==> src/rtl/sd_spi_arbiter_if.sv <==
// sd_spi_arbiter_if: requester handshakes and SD pins
// shared by the SD SPI arbiter and its users.
interface sd_spi_arbiter_if;
  logic       req0, req1;
  logic       gnt0, gnt1;
  logic       cs0, cs1;
  logic       fast0, fast1;
  logic       start0, start1;
  logic [7:0] tx0, tx1;
  logic [7:0] rx0, rx1;
  logic       done0, done1;
  logic       busy;
  logic       SD_n_CS, SD_CK, SD_DI, SD_DO;

  modport master (
    output req0, req1, cs0, cs1, fast0, fast1,
    output start0, start1, tx0, tx1, SD_DO,
    input  gnt0, gnt1, rx0, rx1, done0, done1,
    input  busy, SD_n_CS, SD_CK, SD_DI
  );

  modport slave (
    input  req0, req1, cs0, cs1, fast0, fast1,
    input  start0, start1, tx0, tx1, SD_DO,
    output gnt0, gnt1, rx0, rx1, done0, done1,
    output busy, SD_n_CS, SD_CK, SD_DI
  );
endinterface

==> src/rtl/sd_spi_arbiter.sv <==
// sd_spi_arbiter: two-port SD SPI bus owner arbitration
// plus one shared mode-0 byte shift engine.
module sd_spi_arbiter #(
  parameter logic [7:0] C_div_slow = 8'd63,
  parameter logic [7:0] C_div_fast = 8'd1
) (
  input logic             clk_cpu,
  input logic             reset,
  sd_spi_arbiter_if.slave bus
);
  typedef enum logic [1:0] {IDLE, OWN0, OWN1} arb_e;

  arb_e       state_q, state_d;
  logic       last_q, last_d;
  logic       cs_n_q, cs_n_d;
  logic       busy_q, ck_q, di_q, own_q;
  logic [7:0] div_q, cnt_q, sh_q, rs_q;
  logic [7:0] rx0_q, rx1_q;
  logic [3:0] edge_q;
  logic       done0_q, done1_q;
  logic       acc0, acc1, acc;
  logic [7:0] div_d, tx_d;

  assign acc0 = (state_q == OWN0) && bus.start0 && !busy_q;
  assign acc1 = (state_q == OWN1) && bus.start1 && !busy_q;
  assign acc  = acc0 | acc1;

  assign div_d = (acc1 ? bus.fast1 : bus.fast0) ? C_div_fast
                                                : C_div_slow;
  assign tx_d  = acc1 ? bus.tx1 : bus.tx0;

  // arbiter next state, tie-break and chip-select source
  always_comb begin
    state_d = state_q;
    last_d  = last_q;
    cs_n_d  = 1'b1;
    unique case (state_q)
      IDLE: begin
        if (bus.req0 && (!bus.req1 || last_q)) begin
          state_d = OWN0;
          last_d  = 1'b0;
        end else if (bus.req1) begin
          state_d = OWN1;
          last_d  = 1'b1;
        end
      end
      OWN0: begin
        cs_n_d = ~bus.cs0;
        if (!bus.req0 && !busy_q && !acc0)
          state_d = IDLE;
      end
      OWN1: begin
        cs_n_d = ~bus.cs1;
        if (!bus.req1 && !busy_q && !acc1)
          state_d = IDLE;
      end
      default: state_d = IDLE;
    endcase
  end

  // arbiter state, last owner and registered chip select
  always_ff @(posedge clk_cpu or posedge reset) begin
    if (reset) begin
      state_q <= IDLE;
      last_q  <= 1'b1;
      cs_n_q  <= 1'b1;
    end else begin
      state_q <= state_d;
      last_q  <= last_d;
      cs_n_q  <= cs_n_d;
    end
  end

  // shift engine: toggle SD_CK every div+1 cycles,
  // sample on rise, present next bit on fall
  always_ff @(posedge clk_cpu or posedge reset) begin
    if (reset) begin
      busy_q  <= 1'b0;
      ck_q    <= 1'b0;
      di_q    <= 1'b1;
      own_q   <= 1'b0;
      div_q   <= 8'd0;
      cnt_q   <= 8'd0;
      sh_q    <= 8'd0;
      rs_q    <= 8'd0;
      rx0_q   <= 8'd0;
      rx1_q   <= 8'd0;
      edge_q  <= 4'd0;
      done0_q <= 1'b0;
      done1_q <= 1'b0;
    end else begin
      done0_q <= 1'b0;
      done1_q <= 1'b0;
      if (acc) begin
        busy_q <= 1'b1;
        own_q  <= acc1;
        div_q  <= div_d;
        cnt_q  <= div_d;
        sh_q   <= tx_d;
        di_q   <= tx_d[7];
        ck_q   <= 1'b0;
        edge_q <= 4'd0;
      end else if (busy_q) begin
        if (cnt_q == 8'd0) begin
          cnt_q  <= div_q;
          ck_q   <= ~ck_q;
          edge_q <= edge_q + 4'd1;
          if (!ck_q) begin
            rs_q <= {rs_q[6:0], bus.SD_DO};
          end else if (edge_q == 4'd15) begin
            busy_q <= 1'b0;
            di_q   <= 1'b1;
            if (own_q) begin
              rx1_q   <= rs_q;
              done1_q <= 1'b1;
            end else begin
              rx0_q   <= rs_q;
              done0_q <= 1'b1;
            end
          end else begin
            sh_q <= {sh_q[6:0], 1'b0};
            di_q <= sh_q[6];
          end
        end else begin
          cnt_q <= cnt_q - 8'd1;
        end
      end
    end
  end

  assign bus.gnt0    = (state_q == OWN0);
  assign bus.gnt1    = (state_q == OWN1);
  assign bus.SD_n_CS = cs_n_q;
  assign bus.SD_CK   = ck_q;
  assign bus.SD_DI   = di_q;
  assign bus.busy    = busy_q;
  assign bus.done0   = done0_q;
  assign bus.done1   = done1_q;
  assign bus.rx0     = rx0_q;
  assign bus.rx1     = rx1_q;
endmodule

==> src/flat_wrapper.sv <==
// flat-port wrapper written by rule: the top's interface ports become plain ports
module sd_spi_arbiter_flat 
#(
  parameter logic [7:0] C_div_slow = 8'd63,
  parameter logic [7:0] C_div_fast = 8'd1
)
  (clk_cpu, reset, bus_req0, bus_req1, bus_cs0, bus_cs1, bus_fast0, bus_fast1, bus_start0, bus_start1, bus_tx0, bus_tx1, bus_SD_DO, bus_gnt0, bus_gnt1, bus_rx0, bus_rx1, bus_done0, bus_done1, bus_busy, bus_SD_n_CS, bus_SD_CK, bus_SD_DI);
  sd_spi_arbiter_if bus_i ();
  input logic clk_cpu;
  input logic reset;
  input wire logic [$bits(bus_i.req0)-1:0] bus_req0;
  input wire logic [$bits(bus_i.req1)-1:0] bus_req1;
  input wire logic [$bits(bus_i.cs0)-1:0] bus_cs0;
  input wire logic [$bits(bus_i.cs1)-1:0] bus_cs1;
  input wire logic [$bits(bus_i.fast0)-1:0] bus_fast0;
  input wire logic [$bits(bus_i.fast1)-1:0] bus_fast1;
  input wire logic [$bits(bus_i.start0)-1:0] bus_start0;
  input wire logic [$bits(bus_i.start1)-1:0] bus_start1;
  input wire logic [$bits(bus_i.tx0)-1:0] bus_tx0;
  input wire logic [$bits(bus_i.tx1)-1:0] bus_tx1;
  input wire logic [$bits(bus_i.SD_DO)-1:0] bus_SD_DO;
  output wire logic [$bits(bus_i.gnt0)-1:0] bus_gnt0;
  output wire logic [$bits(bus_i.gnt1)-1:0] bus_gnt1;
  output wire logic [$bits(bus_i.rx0)-1:0] bus_rx0;
  output wire logic [$bits(bus_i.rx1)-1:0] bus_rx1;
  output wire logic [$bits(bus_i.done0)-1:0] bus_done0;
  output wire logic [$bits(bus_i.done1)-1:0] bus_done1;
  output wire logic [$bits(bus_i.busy)-1:0] bus_busy;
  output wire logic [$bits(bus_i.SD_n_CS)-1:0] bus_SD_n_CS;
  output wire logic [$bits(bus_i.SD_CK)-1:0] bus_SD_CK;
  output wire logic [$bits(bus_i.SD_DI)-1:0] bus_SD_DI;
  assign bus_i.req0 = bus_req0;
  assign bus_i.req1 = bus_req1;
  assign bus_i.cs0 = bus_cs0;
  assign bus_i.cs1 = bus_cs1;
  assign bus_i.fast0 = bus_fast0;
  assign bus_i.fast1 = bus_fast1;
  assign bus_i.start0 = bus_start0;
  assign bus_i.start1 = bus_start1;
  assign bus_i.tx0 = bus_tx0;
  assign bus_i.tx1 = bus_tx1;
  assign bus_i.SD_DO = bus_SD_DO;
  assign bus_gnt0 = bus_i.gnt0;
  assign bus_gnt1 = bus_i.gnt1;
  assign bus_rx0 = bus_i.rx0;
  assign bus_rx1 = bus_i.rx1;
  assign bus_done0 = bus_i.done0;
  assign bus_done1 = bus_i.done1;
  assign bus_busy = bus_i.busy;
  assign bus_SD_n_CS = bus_i.SD_n_CS;
  assign bus_SD_CK = bus_i.SD_CK;
  assign bus_SD_DI = bus_i.SD_DI;
  sd_spi_arbiter #(.C_div_slow(C_div_slow), .C_div_fast(C_div_fast)) u_core (.clk_cpu(clk_cpu), .reset(reset), .bus(bus_i));
endmodule
==> config.mk <==
export PLATFORM = sky130hd
export DESIGN_NAME = sd_spi_arbiter_flat
export DESIGN_NICKNAME = d
export VERILOG_FILES = /design/src/rtl/sd_spi_arbiter_if.sv /design/src/rtl/sd_spi_arbiter.sv /design/src/flat_wrapper.sv
export SDC_FILE = /design/constraint.sdc
export NUM_CORES = 1
export LEC_CHECK = 0
export CORE_UTILIZATION = 47
export DETAILED_ROUTE_END_ITERATION = 12
export PLACE_DENSITY = 0.81
export RECOVER_POWER = 50
export REMOVE_ABC_BUFFERS = 1
export SYNTH_ARGS = -nofsm -noshare
export SYNTH_HDL_FRONTEND = slang
export SYNTH_SLANG_ARGS = --single-unit
==> constraint.sdc <==
create_clock -name clk_cpu -period 2.11 [get_ports clk_cpu]
set_input_delay 0.3165 -clock clk_cpu [delete_from_list [all_inputs] [get_ports clk_cpu]]
set_output_delay 0.3165 -clock clk_cpu [all_outputs]
set_load 0.1 [all_outputs]
; ---- After elaboration in Yosys (flattened, before gate mapping)
; Index checks and enable logic that the tools add are counted.
[totals]
regBits = 61
latch_bits = 0
ram_bits = 0
romBits = 0
in_bits = 27
output_inout_bits = 24
elab_cells = 107
n_memories = 0
[op_classes]
n_addsub = 2
multipliers = 0
div_mod_pow = 0
magnitude_cmp = 0
n_eq_ne = 7
shift = 0
muxes = 47
n_bitwise = 6
n_reduce_logical = 29
[op_table]
columns = cell, count
row1 = $mux 7, 5
row2 = $mux 8, 4
row3 = $mux 1, 28
row4 = $mux 4, 3
row5 = $reduce_and 6->1, 2
row6 = $logic_and 1x1->1, 9
row7 = $logic_not 8->1, 1
row8 = $mux 2, 4
row9 = $reduce_and 4->1, 2
row10 = $reduce_bool 2->1, 4
row11 = $sub 8x1->8 const B, 1
row12 = $mux 6, 1
row13 = $ne 2x1->1 const B, 3
row14 = $pmux 2 s3, 1
row15 = $reduce_and 3->1, 2
row16 = $logic_not 1->1, 5
row17 = $not 1->1, 5
row18 = $add 4x1->4 const B, 1
row19 = $eq 4x4->1 const B, 1
row20 = $reduce_and 2->1, 2
row21 = $ne 3x2->1 const B, 1
row22 = $eq 2x1->1 const B, 1
row23 = $eq 2x2->1 const B, 1
row24 = $logic_not 2->1, 1
row25 = 3 further kinds, 3

; ---- Longest topological paths before layout
; Gate-level depths: netlist of run 1.
[logic_depth]
depth_word = 7
mapped_depth = 9
mapped_depth_nobuf = 6

; ---- Worst setup path after synthesis of run 1
; No wires, ideal clock.
[synth_path]
path_kind = register to register
startpoint = reg u_core.state_q[0]
endpoint = reg u_core.sh_q[1]
setup_time_ps = 125
arrival_time_ps = 2666
required_ps = 1985
path_slack_ps = -681
stages_incl_launch_ff = 10
path_buffers = 3
synth_period_minus_slack_ps = 2791
path_cell_list = dfrtp_1 > inv_1 > ha_1 > a22o_1 > buf_2 > and2_1 > clkbuf_1 > clkbuf_1 > a21oi_1 > mux2_2
[synth_between]
elab_chain_len = 6
elab_cells_between_ends = 14
classes_between = eq/ne (3) / mux (2) / bitwise (1) / reduce/logical (8)
[synth_lines]
columns = item, line_no
row1 = from (decl), sd_spi_arbiter.sv:13  ; arb_e state_q, state_d;
row2 = from (signal assigned), sd_spi_arbiter.sv:68  ; state_q <= state_d;
row3 = $eq 2x2->1 (*), --
row4 = via bus_gnt1, flat_wrapper.sv:23  ; output wire logic [$bits(bus_i.gnt1)-1:0] bus_gnt1;
row5 = $logic_and 1x1->1 (*) (2 in series), sd_spi_arbiter.sv:25  ; assign acc1 = (state_q == OWN1) && bus.start1 && !busy_q;
row6 = $or 1x1->1, sd_spi_arbiter.sv:26  ; assign acc = acc0 | acc1;
row7 = $ne 2x1->1 (no source line) or $reduce_bool 2->1 (tied branches), --
row8 = $reduce_and 4->1 (no source line), --
row9 = to (signal assigned), sd_spi_arbiter.sv:99  ; sh_q <= tx_d;
row10 = to (signal assigned), sd_spi_arbiter.sv:121  ; sh_q <= {sh_q[6:0], 1'b0};
row11 = to (decl), sd_spi_arbiter.sv:17  ; logic [7:0] div_q, cnt_q, sh_q, rs_q;
; Mark *: on every way through the listed nets, which the timed path passes. The rest lies on a longest branch.
; A chain may end at the register's enable or synchronous reset.

; ---- Worst setup path after layout of run 1
[layout_path]
startpoint = reg u_core.cnt_q[1]
endpoint = reg u_core.rx0_q[4], in the netlist u_core.bus.rx0[4]
[layout_between]
elab_chain_len = 2
[layout_lines]
columns = item, line_no
row1 = from (decl), sd_spi_arbiter.sv:17
row2 = from (signal assigned), sd_spi_arbiter.sv:98  ; cnt_q <= div_d;
row3 = from (signal assigned), sd_spi_arbiter.sv:105  ; cnt_q <= div_q;
row4 = from (signal assigned), sd_spi_arbiter.sv:125  ; cnt_q <= cnt_q - 8'd1;
row5 = $logic_not 8->1, sd_spi_arbiter.sv:104  ; if (cnt_q == 8'd0) begin
row6 = $reduce_and 6->1 (no source line), --
row7 = to (signal assigned), sd_spi_arbiter.sv:117  ; rx0_q <= rs_q;
row8 = to (decl), sd_spi_arbiter.sv:18  ; logic [7:0] rx0_q, rx1_q;
; Every way passes these cells.

==> impl_metrics.py, run 1 <==
metrics = {
    "status": {
        "run_status": "completed",
    },
    "floorplanning": {
        "die-area_mm2": 0.005940,
        "start_util": 0.5026,
        "die_width_um": 77.07,
        "floorplan.core_area_mm2": 0.005270,
        "floorplan.io_pins": 51,
        "placementRows": 26,
        "chipHeight_um": 77.07,
    },
    "drt": {
        "post-route-drc-count": 0,
        "drt_pass_1_iters": 5,
        "antenna_left": 0,
        "routed_wire_per_std_cell_um": 14.96,
        "detail_route.iter0.violations": 100,
        "drt-vias-per-instance": 5.339,
        "postRouteWirelength_um": 5699,
        "num_vias": 2034,
    },
    "synth": {
        "yosysWarnings": 0,
        "postSynthRegisterBits": 55,
        "synth_area_per_cell_um2": 11.37,
        "syn_area_mm2": 0.002649,
        "ys_types": 46,
        "number_of_flops_mapped_to_enable_cells_by_yosys": 0,
        "synth_seq_area_share": 0.5210,
        "synth_flop_cell": "dfrtp_1",
        "synth-async-reset-ratio": 1.000,
        "synthesis.instances": 233,
    },
    "place": {
        "place_ws_ns": -0.1260,
        "finalWeightedCongestion": 0.7952,
        "detailed_place_hpwl_um": 4167,
        "numPortBuffers": 50,
    },
    "cells_and_area": {
        "finish.utilization": 0.6686,
        "commonest_non_fill_non_tap_cell_in_the_layout": "dfrtp_1",
        "layout_common_cells": "dfrtp_1 (52), buf_4 (40), mux2_2 (30)",
        "insertedDiodeCount": 0,
        "finalNetCount": 342,
        "drive_above_1_share": 0.3312,
        "area_growth_syn_to_layout_pct": 33.02,
    },
    "global_routing": {
        "number_of_antenna_violations_at_the_first_check_in_global_routing": 0,
        "overflow": 0,
        "grt_pass1_wl_um": 9784,
        "grt_start_max_net_pins": 25,
        "track_usage": 0.2083,
        "grt_pass1_vias": 2046,
    },
    "clock_network": {
        "clock_tree.buffer_depth": 2,
        "cts_sinks": 55,
        "tritoncts.num_buffers": 5,
        "clock_tree.root_cell": "clkbuf_8",
        "tritoncts": "yes",
        "clk_pin_slew_ns": 0.11,
        "clk-insertion-delay-late_ns": 0.31,
        "clock_tree.htree_level_count": 2,
    },
    "timing": {
        "clock.fmax_ghz": 0.4798,
        "fin_ws_ns": 0.02570,
        "fin_worst_skew_ns": 0.01067,
        "setup_viol": 0,
        "finalWorstPathRequiredPeriod_ns": 2.084,
        "maxSlewHeadroom": 0.4337,
        "drv_slew": 0,
        "final-hold-violation-count": 0,
        "fin_tns_setup_ns": 0,
        "min_period_over_period": 0.9878,
        "timing_worst_slew_pin_value_ns": 0.8485,
        "rsz0062_at_grt": "true",
    },
    "critical_path": {
        "timing.critical_path.required_ns": 2.32,
        "crit_path_top_delay_cell": "or4b_4",
        "cpPeakStageDelay_ns": 0.51,
        "critical_path_peak_fanout": 9,
        "cpLargestDelayFamily": "simple AND/OR/NAND/NOR gates",
        "timing.critical_path.to_type": "flop",
        "worst-endpoint-arrival_ns": 2.29,
        "path_class": "flop to flop",
        "startpoint_type": "flop",
        "timing.critical_path.cells": "inv_1, ha_1, or4b_4, nor4_4, and2b_2, buf_12, mux2_2",
        "critical_path_buffer_and_inverter_count": 2,
    },
    "pwr": {
        "powerDensity_mw_per_mm2": 653.6,
        "vdd.ir_drop.worst_mv": 0.4762,
        "cellLeakagePower_nw": 1.779,
        "design_power_mw": 2.303,
    },
    "run": {
        "cap_viol_max_count": 0,
    },
    "hold_path": {
        "min_path_type": "flop to flop",
    },
}
-- metrics by stage --
step / area, um2 / hold WS [ns] / instances
after floorplan: 2605 / 0.3895 / 224
after global placement: 3431 / 0.4573 / 372
after detailed placement: 3431 / 0.4757 / 372
after CTS: 3536 / 0.3462 / 380
after global routing: 3523 / 0.5064 / 381
final: 3523 / 0.5067 / 381
-- routing by layer --
| metal | global-route usage | up-vias | wire, um |
|---|---|---|---|
| li1 | - | 996 | - |
| met5 | 0 | - | 0 |
| met3 | 0.02857 | 5 | 154 |
| met1 | 0.2773 | 989 | 2599 |
| met2 | 0.3509 | 44 | 2874 |
| met4 | 0.06792 | 0 | 71 |
-- layout make-up --
type,count,area (um2)
Fill cell,421,1747
Sequential cell,55,1380
Multi-Input combinational cell,158,1209
Timing Repair Buffer,79,713.2
Tap cell,70,87.58
Clock buffer,5,68.82
Inverter,11,41.29
Clock inverter,3,23.77
-- report_power, final --
part	internal [mW]	switching (mW)
logic	0.217	0.352
registers	1.10	0.0237
clock network	0.241	0.367
-- timing repair --
item,CTS,global route
gates resized for setup,3,2
pin swaps,1,1
endpoints found under the setup margin,23,25
cloned,0,0
hold buffers,0,0
buffers inserted,0,1
-- worst reg2reg max path: stages (launching register included) --
cell and delay, ns:
dfrtp_1 0.39, inv_1 0.06, ha_1 0.15, or4b_4 0.51, nor4_4 0.19, and2b_2 0.23, buf_12 0.13, mux2_2 0.33
-- kinds of logic (layout without fill, tap and decap cells) --
kind of cell	Yosys count	count (layout)	synth area share
buffers and inverters	20	98	0.03212
AND/OR/NAND/NOR	65	65	0.1412
adder cells (fa/ha/maj)	5	5	0.02362
multiplexers	40	40	0.1653
flip-flops	55	55	0.5210
XOR/XNOR	3	3	0.009922
AO/OA/AOI/OAI	45	45	0.1068
-- cells in the mapped netlist, drive strengths merged, types with 4 or more instances --
cell | count | area share
o21ai | 8 | 0.015
inv | 11 | 0.016
clkbuf | 6 | 0.0085
a211oi | 4 | 0.011
dfrtp | 52 | 0.49
nor2 | 17 | 0.024
ha | 5 | 0.024
nor3 | 6 | 0.011
mux2 | 30 | 0.13
a21oi | 19 | 0.037
nand3 | 5 | 0.0094
mux2i | 10 | 0.038
nand2 | 14 | 0.021
-- worst paths after layout --
path                                                  start                            end  slack (ns)  cells past startpoint
min in group asynchronous                             reset     u_core.bus.done1$_DFF_PP0_        0.60                      2
worst max register to register  u_core.cnt_q[1]$_DFFE_PP0P_  u_core.bus.rx0[4]$_DFFE_PP0P_        0.03                      7
max in group asynchronous                             reset    u_core.div_q[4]$_DFFE_PP0P_        0.40                      3
worst min register to register  u_core.div_q[0]$_DFFE_PP0P_    u_core.div_q[0]$_DFFE_PP0P_        0.51                      1
worst min-delay path            u_core.div_q[0]$_DFFE_PP0P_    u_core.div_q[0]$_DFFE_PP0P_        0.51                      1
worst max-delay path            u_core.cnt_q[1]$_DFFE_PP0P_  u_core.bus.rx0[4]$_DFFE_PP0P_        0.03                      7
-- sequential cells by signal, summed over array words and instances (netlist names), 2 cells and up --
signal          cells
u_core.bus.rx0      8
u_core.bus.rx1      8
u_core.cnt_q        8
u_core.rs_q         8
u_core.sh_q         7
u_core.edge_q       4
u_core.div_q        2
u_core.state_q      2
No activity file was read; power rests on OpenSTA's default activity.
==> inputs of run 2 (changes only) <==
==> constraint.sdc (replaced) <==
create_clock -name clk_cpu -period 1.7 [get_ports clk_cpu]
set_input_delay 0.255 -clock clk_cpu [delete_from_list [all_inputs] [get_ports clk_cpu]]
set_output_delay 0.255 -clock clk_cpu [all_outputs]
set_load 0.1 [all_outputs]
==> run 2 against run 1 <==
The flow now finishes with violations (negative setup slack); worst hold slack got worse by 0.013 ns; via count grew 19%; die area unchanged; register-to-register slack worse by 0.49 ns; maximum frequency fell by 3.5%; clock skew shrank 0.0013 ns; sequential share of layout area fell by 7.1 points; largest power group unchanged.
==> impl_metrics.py, run 2 (synthesized netlist as in run 1, its figures left out) <==
metrics = {
    "floorplanning": {
        "floorplan.core_area_mm2": 0.005270,
        "chipHeight_um": 77.07,
        "start_util": 0.5026,
        "die-area_mm2": 0.005940,
        "placementRows": 26,
        "floorplan.io_pins": 51,
        "die_width_um": 77.07,
    },
    "timing": {
        "drv_slew": 0,
        "setup_viol": 48,
        "fin_worst_skew_ns": 0.009340,
        "finalHoldWorstSlack_ns": 0.4932,
        "clock.fmax_ghz": 0.4628,
        "finalWorstPathRequiredPeriod_ns": 2.161,
        "rsz0062_at_grt": "true",
        "maxSlewHeadroom": 0.2072,
        "final-hold-violation-count": 0,
        "fin_ws_ns": -0.4608,
        "min_period_over_period": 1.271,
        "timing_worst_slew_pin_value_ns": 1.189,
    },
    "drt": {
        "routed_wire_per_std_cell_um": 21.27,
        "detail_route.iter0.violations": 196,
        "drt-vias-per-instance": 5.895,
        "antenna_left": 0,
        "num_vias": 2423,
        "postRouteWirelength_um": 8744,
        "drt_pass_1_iters": 4,
        "post-route-drc-count": 0,
    },
    "place": {
        "numPortBuffers": 50,
        "placedCellCount": 391,
        "place_ws_ns": -0.4799,
        "finalWeightedCongestion": 0.8810,
        "detailed_place_hpwl_um": 4411,
    },
    "global_routing": {
        "grt_start_max_net_pins": 56,
        "overflow": 0,
        "number_of_antenna_violations_at_the_first_check_in_global_routing": 0,
        "grt_pass1_wl_um": 12100,
        "track_usage": 0.2674,
        "grt_pass1_vias": 2412,
    },
    "status": {
        "failed_checks": "negative setup slack",
        "run_status": "complete, but fails checks",
    },
    "clock_network": {
        "tritoncts.num_buffers": 5,
        "clock_tree.htree_level_count": 2,
        "clock_tree.buffer_depth": 2,
        "clock_tree.root_cell": "clkbuf_8",
        "cts_sinks": 55,
        "clk_pin_slew_ns": 0.11,
        "clk-insertion-delay-late_ns": 0.33,
        "tritoncts": "yes",
    },
    "critical_path": {
        "critical_path_peak_fanout": 4,
        "startpoint_type": "flop",
        "worst-endpoint-arrival_ns": 2.39,
        "timing.critical_path.required_ns": 1.93,
        "timing.critical_path.to_type": "flop",
        "path_class": "flop to flop",
    },
    "pwr": {
        "powerDensity_mw_per_mm2": 711.4,
        "design_power_mw": 3.063,
        "vdd.ir_drop.worst_mv": 0.7156,
        "cellLeakagePower_nw": 2.081,
    },
    "cells_and_area": {
        "drive_above_1_share": 0.4751,
        "area_growth_syn_to_layout_pct": 62.54,
        "layout_common_cells": "dfrtp_1 (52), buf_4 (42), buf_12 (26)",
        "finish.utilization": 0.8170,
        "finalNetCount": 372,
        "num-fill-cells": 271,
        "insertedDiodeCount": 0,
        "commonest_non_fill_non_tap_cell_in_the_layout": "dfrtp_1",
        "layoutNonFillerInstCount": 411,
    },
    "hold_path": {
        "min_path_type": "input port to flop",
    },
    "run": {
        "cap_viol_max_count": 0,
    },
}
[run 2: cell types whose count changed in the layout (fill, tap and decap cells not counted), moves of 4 or more]
cell      previous run  this run
inv_1               11         7
clkbuf_2             5         0
buf_6                0        11
mux2_4               0        12
mux2_2              30        18
buf_12               6        26
[run 2: stage by stage]
stage	TNS [ns]	area, um2
after global placement	-12.09	3824
after detailed placement	-15.08	3824
after floorplan	-31.95	2605
after global routing	-19.30	4305
after CTS	-10.86	4103
final	-15.19	4305
[run 2: area by class of cell]
cell class,instances,area [um2],area share
clock inverters,3,27.53,0.006393
flip-flops and latches,55,1380,0.3205
repair buffers,107,1250,0.2903
clock buffers,5,68.82,0.01598
inverters,11,41.29,0.009590
multi-input cells,160,1450,0.3368
well taps,70,87.58,0.02034
[run 2: metal layers]
metal  GRT usage  vias up  part of all wire  routed length, um
met2      0.4473      128              0.51               4418
met1      0.3344     1190              0.38               3341
li1            -     1056                 -                  -
met4      0.1283        0             0.054                475
met3     0.04881       49             0.058                509
met5           0        -                 0                  0
[run 2: timing repair]
action / CTS / global route
resized for setup: 30 / 40
setup buffers: 8 / 6
pin swaps: 8 / 15
gates cloned: 2 / 1
hold endpoints to repair: 0 / 0
hold buffers: 0 / 0
setup endpoints to repair: 45 / 51
[run 2: final timing paths]
check                                             from                       endpoint  slack (ns)  cells after the start
max reg2reg                u_core.cnt_q[0]$_DFFE_PP0P_  u_core.bus.rx0[2]$_DFFE_PP0P_       -0.46                      7
min reg2reg                u_core.div_q[0]$_DFFE_PP0P_    u_core.div_q[0]$_DFFE_PP0P_        0.50                      1
max                        u_core.cnt_q[0]$_DFFE_PP0P_  u_core.bus.rx0[2]$_DFFE_PP0P_       -0.46                      7
max in group asynchronous                        reset     u_core.sh_q[1]$_DFFE_PP0P_        0.21                      3
min                                            bus_cs0   u_core.bus.SD_n_CS$_DFF_PP1_        0.49                      2
min in group asynchronous                        reset     u_core.bus.done0$_DFF_PP0_        0.76                      3
[run 2: power breakdown]
part	leakage [nW]	switching, mW	internal (mW)	total, mW
sequential	0.710	0.0391	1.37	1.41
combinational	1.32	0.494	0.384	0.879
clock	0.0467	0.471	0.306	0.777
total	2.08	1.00	2.06	3.06
[run 2: critical path: stages (launching register included)]
cell,delay (ns)
dfrtp_1,0.44
inv_2,0.09
ha_4,0.13
or4b_4,0.50
nor4_4,0.17
and2b_2,0.26
clkbuf_16,0.17
mux2_4,0.29
